<file path="src/rtl/irq_pending_ctrl.sv">
// -----------------------------------------------------------------------------
// irq_pending_ctrl
//
// Request front-end and service controller placed around an external 4-input
// priority encoder (D3 highest priority, D0 lowest).
//
// Raw asynchronous request lines are synchronised, and their rising edges are
// captured into sticky pending bits. The unmasked pending bits drive the
// encoder inputs D0..D3. The encoder result {x,y} (valid z) is captured into a
// valid/ack handshake that presents one interrupt ID at a time.
//
// Ports
//   clk        in   system clock, rising edge
//   rst_n      in   asynchronous active-low reset (released synchronously)
//   req_in     in   [3:0] raw asynchronous request lines, bit i -> Di
//   mask       in   [3:0] synchronous mask, 1 blocks channel i from encoder
//   D0..D3     out  pending[i] & ~mask[i], to the encoder inputs
//   x, y       in   encoder index {MSB, LSB}
//   z          in   encoder valid (any Di high)
//   irq_valid  out  interrupt presented to the consumer
//   irq_id     out  [1:0] index of the presented interrupt
//   irq_ack    in   consumer acknowledge, honoured only while presenting
//   pending    out  [3:0] raw (unmasked) pending register
//   svc_count  out  [CNT_W-1:0] acknowledged-interrupt count, wraps silently
// -----------------------------------------------------------------------------
module irq_pending_ctrl #(
  parameter int SYNC_STAGES = 2,  // legal range 2..4
  parameter int CNT_W       = 8
) (
  input  logic             clk,
  input  logic             rst_n,
  input  logic [3:0]       req_in,
  input  logic [3:0]       mask,
  output logic             D0,
  output logic             D1,
  output logic             D2,
  output logic             D3,
  input  logic             x,
  input  logic             y,
  input  logic             z,
  output logic             irq_valid,
  output logic [1:0]       irq_id,
  input  logic             irq_ack,
  output logic [3:0]       pending,
  output logic [CNT_W-1:0] svc_count
);

  typedef enum logic [1:0] {
    S_IDLE = 2'd0,
    S_WAIT = 2'd1,
    S_GAP  = 2'd2
  } state_t;

  // ---------------------------------------------------------------------------
  // Synchronisers: one SYNC_STAGES-deep chain per request line.
  // ---------------------------------------------------------------------------
  logic [3:0] sync_out;

  generate
    for (genvar gi = 0; gi < 4; gi++) begin : g_sync
      logic [SYNC_STAGES-1:0] chain_q;

      always_ff @(posedge clk or negedge rst_n) begin
        if (!rst_n) begin
          chain_q <= '0;
        end else begin
          chain_q <= {chain_q[SYNC_STAGES-2:0], req_in[gi]};
        end
      end

      assign sync_out[gi] = chain_q[SYNC_STAGES-1];
    end
  endgenerate

  // ---------------------------------------------------------------------------
  // Edge detection into sticky pending bits.
  // ---------------------------------------------------------------------------
  logic [3:0] hist_q;
  logic [3:0] rise;
  logic [3:0] pending_q;
  logic [3:0] pending_d;
  logic [3:0] clr;

  state_t           state_q;
  logic             irq_valid_q;
  logic [1:0]       irq_id_q;
  logic [CNT_W-1:0] svc_count_q;
  logic [CNT_W-1:0] svc_count_d;

  assign rise = sync_out & ~hist_q;

  // Clear the presented channel on an accepted ack.
  always_comb begin
    clr = 4'b0000;
    if ((state_q == S_WAIT) && irq_ack) begin
      clr[irq_id_q] = 1'b1;
    end
  end

  // A fresh edge arriving on the ack edge must survive the clear, so the set
  // term is OR-ed in after the clear is applied.
  assign pending_d = (pending_q & ~clr) | rise;

  always_ff @(posedge clk or negedge rst_n) begin
    if (!rst_n) begin
      hist_q    <= 4'b0000;
      pending_q <= 4'b0000;
    end else begin
      hist_q    <= sync_out;
      pending_q <= pending_d;
    end
  end

  // Encoder inputs are purely combinational so the encoder sees a cleared bit
  // in the very next cycle (the GAP state).
  assign D0 = pending_q[0] & ~mask[0];
  assign D1 = pending_q[1] & ~mask[1];
  assign D2 = pending_q[2] & ~mask[2];
  assign D3 = pending_q[3] & ~mask[3];

  // ---------------------------------------------------------------------------
  // Service FSM with registered handshake outputs.
  // ---------------------------------------------------------------------------
  assign svc_count_d = svc_count_q + {{(CNT_W-1){1'b0}}, 1'b1};

  always_ff @(posedge clk or negedge rst_n) begin
    if (!rst_n) begin
      state_q     <= S_IDLE;
      irq_valid_q <= 1'b0;
      irq_id_q    <= 2'b00;
      svc_count_q <= '0;
    end else begin
      case (state_q)
        S_IDLE: begin
          if (z) begin
            irq_id_q    <= {x, y};
            irq_valid_q <= 1'b1;
            state_q     <= S_WAIT;
          end
        end
        S_WAIT: begin
          // ID and valid are frozen here; only the ack can move us on.
          if (irq_ack) begin
            irq_valid_q <= 1'b0;
            svc_count_q <= svc_count_d;
            state_q     <= S_GAP;
          end
        end
        S_GAP: begin
          state_q <= S_IDLE;
        end
        default: begin
          state_q     <= S_IDLE;
          irq_valid_q <= 1'b0;
        end
      endcase
    end
  end

  assign irq_valid = irq_valid_q;
  assign irq_id    = irq_id_q;
  assign pending   = pending_q;
  assign svc_count = svc_count_q;

endmodule

</file>
<file path="config.mk">
export PLATFORM = sky130hd
export DESIGN_NAME = irq_pending_ctrl
export DESIGN_NICKNAME = d
export VERILOG_FILES = /design/src/rtl/irq_pending_ctrl.sv
export SDC_FILE = /design/constraint.sdc
export NUM_CORES = 1
export LEC_CHECK = 0
export CAP_MARGIN = 20
export CORE_AREA = 2 2 49 51
export CTS_BUF_LIST = sky130_fd_sc_hd__clkbuf_8
export DETAILED_ROUTE_END_ITERATION = 8
export DIE_AREA = 0 0 51 53
export PLACE_DENSITY = 0.83
export SETUP_SLACK_MARGIN = 0.15
export SLEW_MARGIN = 20
export SYNTH_ARGS = -nofsm -noshare
export SYNTH_HDL_FRONTEND = slang
export SYNTH_SLANG_ARGS = --single-unit
</file>
<file path="constraint.sdc">
create_clock -name clk -period 2.3 [get_ports clk]
set_input_delay 0.46 -clock clk [delete_from_list [all_inputs] [get_ports clk]]
set_output_delay 0.46 -clock clk [all_outputs]
set_load 0.01 [all_outputs]
</file>
### Word-level counts from Yosys, hierarchy flattened

Cells that the tools add are included.

* register bits after elaboration: 29
* input bits: 14
* word-level logic and storage cells: 47

* $add $sub $neg: 1
* order comparisons: 2
* equal/unequal tests: 4
* multiplexer cells: 9
* bitwise operators: 14
* reductions and logical operators: 7

Operators by type and width (count)
* adder 8 x 1 -> 8 bit (second input constant): 1
* bitwise AND 4 bit: 2
* inverter 4 bit: 2
* AND reduction 2 bit: 3
* inverter 1 bit: 5
* bitwise AND 1 bit: 4
* two-way mux 2 bit: 2
* two-way mux 4 bit: 1
* inequality test 2 bit (second input constant): 2
* bitwise OR 4 bit: 1
* case mux 2 bit (2 select lines): 1
* less-than comparator 2 x 3 -> 1 bit (second input constant): 1
* two-way mux 1 bit: 3
* case mux 1 bit (3 select lines): 1
* AND reduction 3 bit: 1
* demux 1 bit (select 2 bit): 1
* == test 2 x 1 -> 1 bit (second input constant): 1
* == test 2 bit (second input constant): 1
* >= comparator 2 x 1 -> 1 bit (second input constant): 1
* logical AND 1 bit: 2
* zero test 2 bit: 1

### Logic depth before layout (Yosys ltp)

Gate-level depths: netlist of run 1.

* word-level depth: 8
* mapped depth: 4

### Worst setup path after synthesis of run 1

No wires, ideal clock.

* path type: flip-flop to flip-flop
* start: register state_q[0]
* end: register irq_id_q[0] (netlist: irq_id[0])
* data arrival time: 1.044 ns
* required time: 2.175 ns
* path slack: 1.131 ns
* stages on the path, launching flop included: 4
* cells stage by stage: dfrtp_1 > nand2b_1 > nor2_1 > mux2_2

* cells in the longest elaborated chain, start to end: 2

RTL lines
* start: declaration: RTL line 84 `state_t state_q;`
* start signal: assignment: RTL line 128 `state_q <= S_IDLE;`
* start signal: assignment: RTL line 138 `state_q <= S_WAIT;`
* start signal: assignment: RTL line 146 `state_q <= S_GAP;`
* zero test 2 bit: RTL line 133 `case (state_q)`
* AND reduction 2 bit (no source line)
* end signal: assignment: RTL line 136 `irq_id_q <= {x, y};`
* end: declaration: RTL line 86 `logic [1:0] irq_id_q;`

Every way passes these cells.
A chain may end at the register's enable or synchronous reset.

### Worst setup path in the final report of run 1

* start: input port mask[1]
* end: output port D1

* cells in the longest elaborated chain, start to end: 2

RTL lines
* start: declaration: RTL line 33 `input logic [3:0] mask,`
* inverter 1 bit: RTL line 117 `assign D1 = pending_q[1] & ~mask[1];`
* bitwise AND 1 bit: RTL line 117
* end: declaration: RTL line 35 `output logic D1,`

Every way passes these cells.

==> results of run 1 <==
-- Yosys cell counts --
library cell / number / area [um^2]
xnor2_1: 4 / 35.0
o21ai_0: 7 / 35.0
nand3_1: 1 / 5.00
ha_1: 1 / 12.5
o31ai_1: 1 / 7.51
dfrtp_1: 29 / 726
nor3_2: 2 / 20.0
nand2b_1: 3 / 18.8
nor2b_1: 4 / 25.0
o22ai_1: 1 / 6.26
inv_1: 6 / 22.5
inv_2: 1 / 3.75
nand4_1: 3 / 18.8
mux2_2: 2 / 22.5
nand3b_4: 1 / 20.0
and3_1: 1 / 6.26
nor2_1: 2 / 7.51
xor2_1: 3 / 26.3
nand2_1: 7 / 26.3
a21boi_0: 1 / 7.51
a21oi_1: 1 / 5.00
-- logic make-up after synthesis --
group / after synthesis
fa+ha+maj: 1
mux: 2
simple gates: 24
compound gates: 11
buf+inv: 7
flops: 29
xor+xnor: 7
-- path summary, 6_finish.rpt --
| check | endpoint | cells past startpoint | slack [ns] |
|---|---|---|---|
| max in group asynchronous | g_sync[2].chain_q[0] | 2 | 1.48 |
| min in group asynchronous | state_q[0] | 2 | 0.56 |
| setup reg to reg | irq_id[1] | 3 | 1.06 |
| hold reg to reg | g_sync[0].chain_q[1] | 0 | 0.35 |
| setup / recovery | D1 | 3 | 0.31 |
| hold / removal | g_sync[0].chain_q[1] | 0 | 0.35 |
-- through the flow --
step	setup WS, ns	hold slack, ns	util	total power [uW]
after global routing	0.270	0.365	0.701	1640
final	0.309	0.349	0.701	1540
after CTS	0.312	0.353	0.701	1560
after detailed placement	0.315	0.340	0.661	1150
after global placement	0.343	0.334	0.661	1140
after floorplan	1.13	0.164	-	894
-- worst reg2reg max path, cell delays in order (launching register included) --
cell,delay (ns)
dfrtp_1,0.42
nand2b_1,0.19
nor2_1,0.16
mux2_2,0.35
-- sequential cells by signal, summed over array words and instances, names as in the netlist --
signal,count
g_sync.chain_q,8
hist_q,4
irq_id,2
irq_valid,1
pending,4
state_q,2
svc_count,8
-- per-layer routing --
metal	global-route usage	wire length (um)	up-vias	share of wire
li1	-	-	345	-
met1	0.194	783	329	0.43
met2	0.255	849	30	0.47
met3	0.0763	143	6	0.079
met4	0.122	42	0	0.023
met5	0	0	-	0
-- report_power, final --
| part | switching [uW] | total [uW] | internal (uW) | leakage, uW |
|---|---|---|---|---|
| registers | 106 | 716 | 610 | 0.000342 |
| clock network | 165 | 397 | 232 | 0.0000485 |
| logic | 166 | 427 | 261 | 0.000293 |
-- area by class of cell --
cell class / instances / area (um^2)
Sequential cell: 29 / 726
Multi-Input combinational cell: 45 / 305
Clock buffer: 6 / 82.6
Tap cell: 28 / 35.0
Clock inverter: 1 / 3.75
Inverter: 7 / 26.3
Timing Repair Buffer: 33 / 328
Fill cell: 150 / 642
==> flow_summary.toml, run 1 <==
[clocking]
clock-root-buffer = "clkbuf_8"
clkSinkCount = 29
post-cts-setup-buffers = 0
clk_latency_ns = 0.27
cts_htree_levels = 2
post_cts_resized = 0
cts_tree = "done"
cts.path.max_buffers = 2
cts_hold_buf = 0
cts_buffers = 5
path_clk_slew_ns = 0.05

[synth]
synthCells = 81
synth-seq-area-share = 0.686
synth_xor_area_frac = 0.0580
synth-compound-area-share = 0.0580
synth_top_family_by_area = "simple AND/OR/NAND/NOR gates"
synth-simple-area-share = 0.140
postSynthAreaPerCell_um2 = 13.1
ys_seq_elements = 29
synth_nets = 96
ys_warn_count = 0
syn_area_um2 = 1060
synthMuxAreaShare = 0.0213
synth_fa_ha_area_frac = 0.0118
synth_cell_types = 21

[die]
rows = 17
start_util = 0.492
die_area_um2 = 2700
pin_count = 33
die_x_um = 51
die_h_um = 53
coreArea_um2 = 2150

[final_layout]
antenna_cells = 0
area_growth_pct = 42.5
finalNetCount = 136
drive_gt1_frac = 0.107
final_cells = 149
mostFrequentLayoutCell = "clkdlybuf4s50_1"
layout_common_cells = "clkdlybuf4s50_1, dfrtp_1, inv_1, o21ai_0, nand2_1"
design_area_um2 = 1510

[sta]
final_hold_viol_count = 0
clock_skew_ns = 0.00388
rsz0062_at_grt = "no"
fin_crit_sh = 0.866
setup_tns_ns = 0
period_minus_slack_ns = 1.99
slew_headroom = 0.770
max_freq_mhz = 502
setup_violations = 0
tightest_slew_ns = 0.344
slew_violations = 0

[routing]
drt_iter0_markers = 8
first_pass_iters = 3
routed_wl_um = 1820
ant_nets = 0
viasPerCell = 4.77
wire_per_inst_um = 12.2
drc_errors = 0
via_count = 710

[grt]
antenna_found_initial = 0
grt_max_degree = 30
grt_pass1_vias = 723
grt.overflow.total = 0
grt_pass1_wl_um = 3130
grtUsageTotal = 0.171

[worst_setup_path]
worstPathRequired_ns = 1.84
path_class = "in -> out"
cp_slowest_cell = "clkdlybuf4s50_1"
max_stage_delay_ns = 0.54
crit_fanout = 1
cp.arrival_ns = 1.53
critPathBufInv = 2
timing.rr.start = "state_q[0]"
worstPathCellList = "clkdlybuf4s50_1 -> nor2b_1 -> clkdlybuf4s50_1"
crit_top_cell = "clkdlybuf4s50_1"
worstSetupStartpointType = "input pin"
path_delay_family = "buffers and inverters"
crit_start = "mask[1]"
crit_path_end_kind = "output pin"

[run]
max_cap_viol_count = 0

[place]
place.gp.congestion = 0.723
dp.cells = 142
hpwl_um = 1290
post_dp_cell_area_um2 = 1420
portBuffers = 32

[hold_path]
holdCritStartpoint = "g_sync[0].chain_q[0]"
hp-class = "reg -> reg"

[power_and_ir_drop]
p_leak_uw = 0.000683
peakVddDrop_mv = 0.682
p_per_area_nw_per_um2 = 1020

[status]
status = "finished, final reports clean"
Power figures use the tool's default switching activity.
==> inputs of run 2 (changes only) <==
CAP_MARGIN = not set   (was 20)
==> results of run 2 <==
No change in the layout: final DEF, timing and power equal those of run 1.
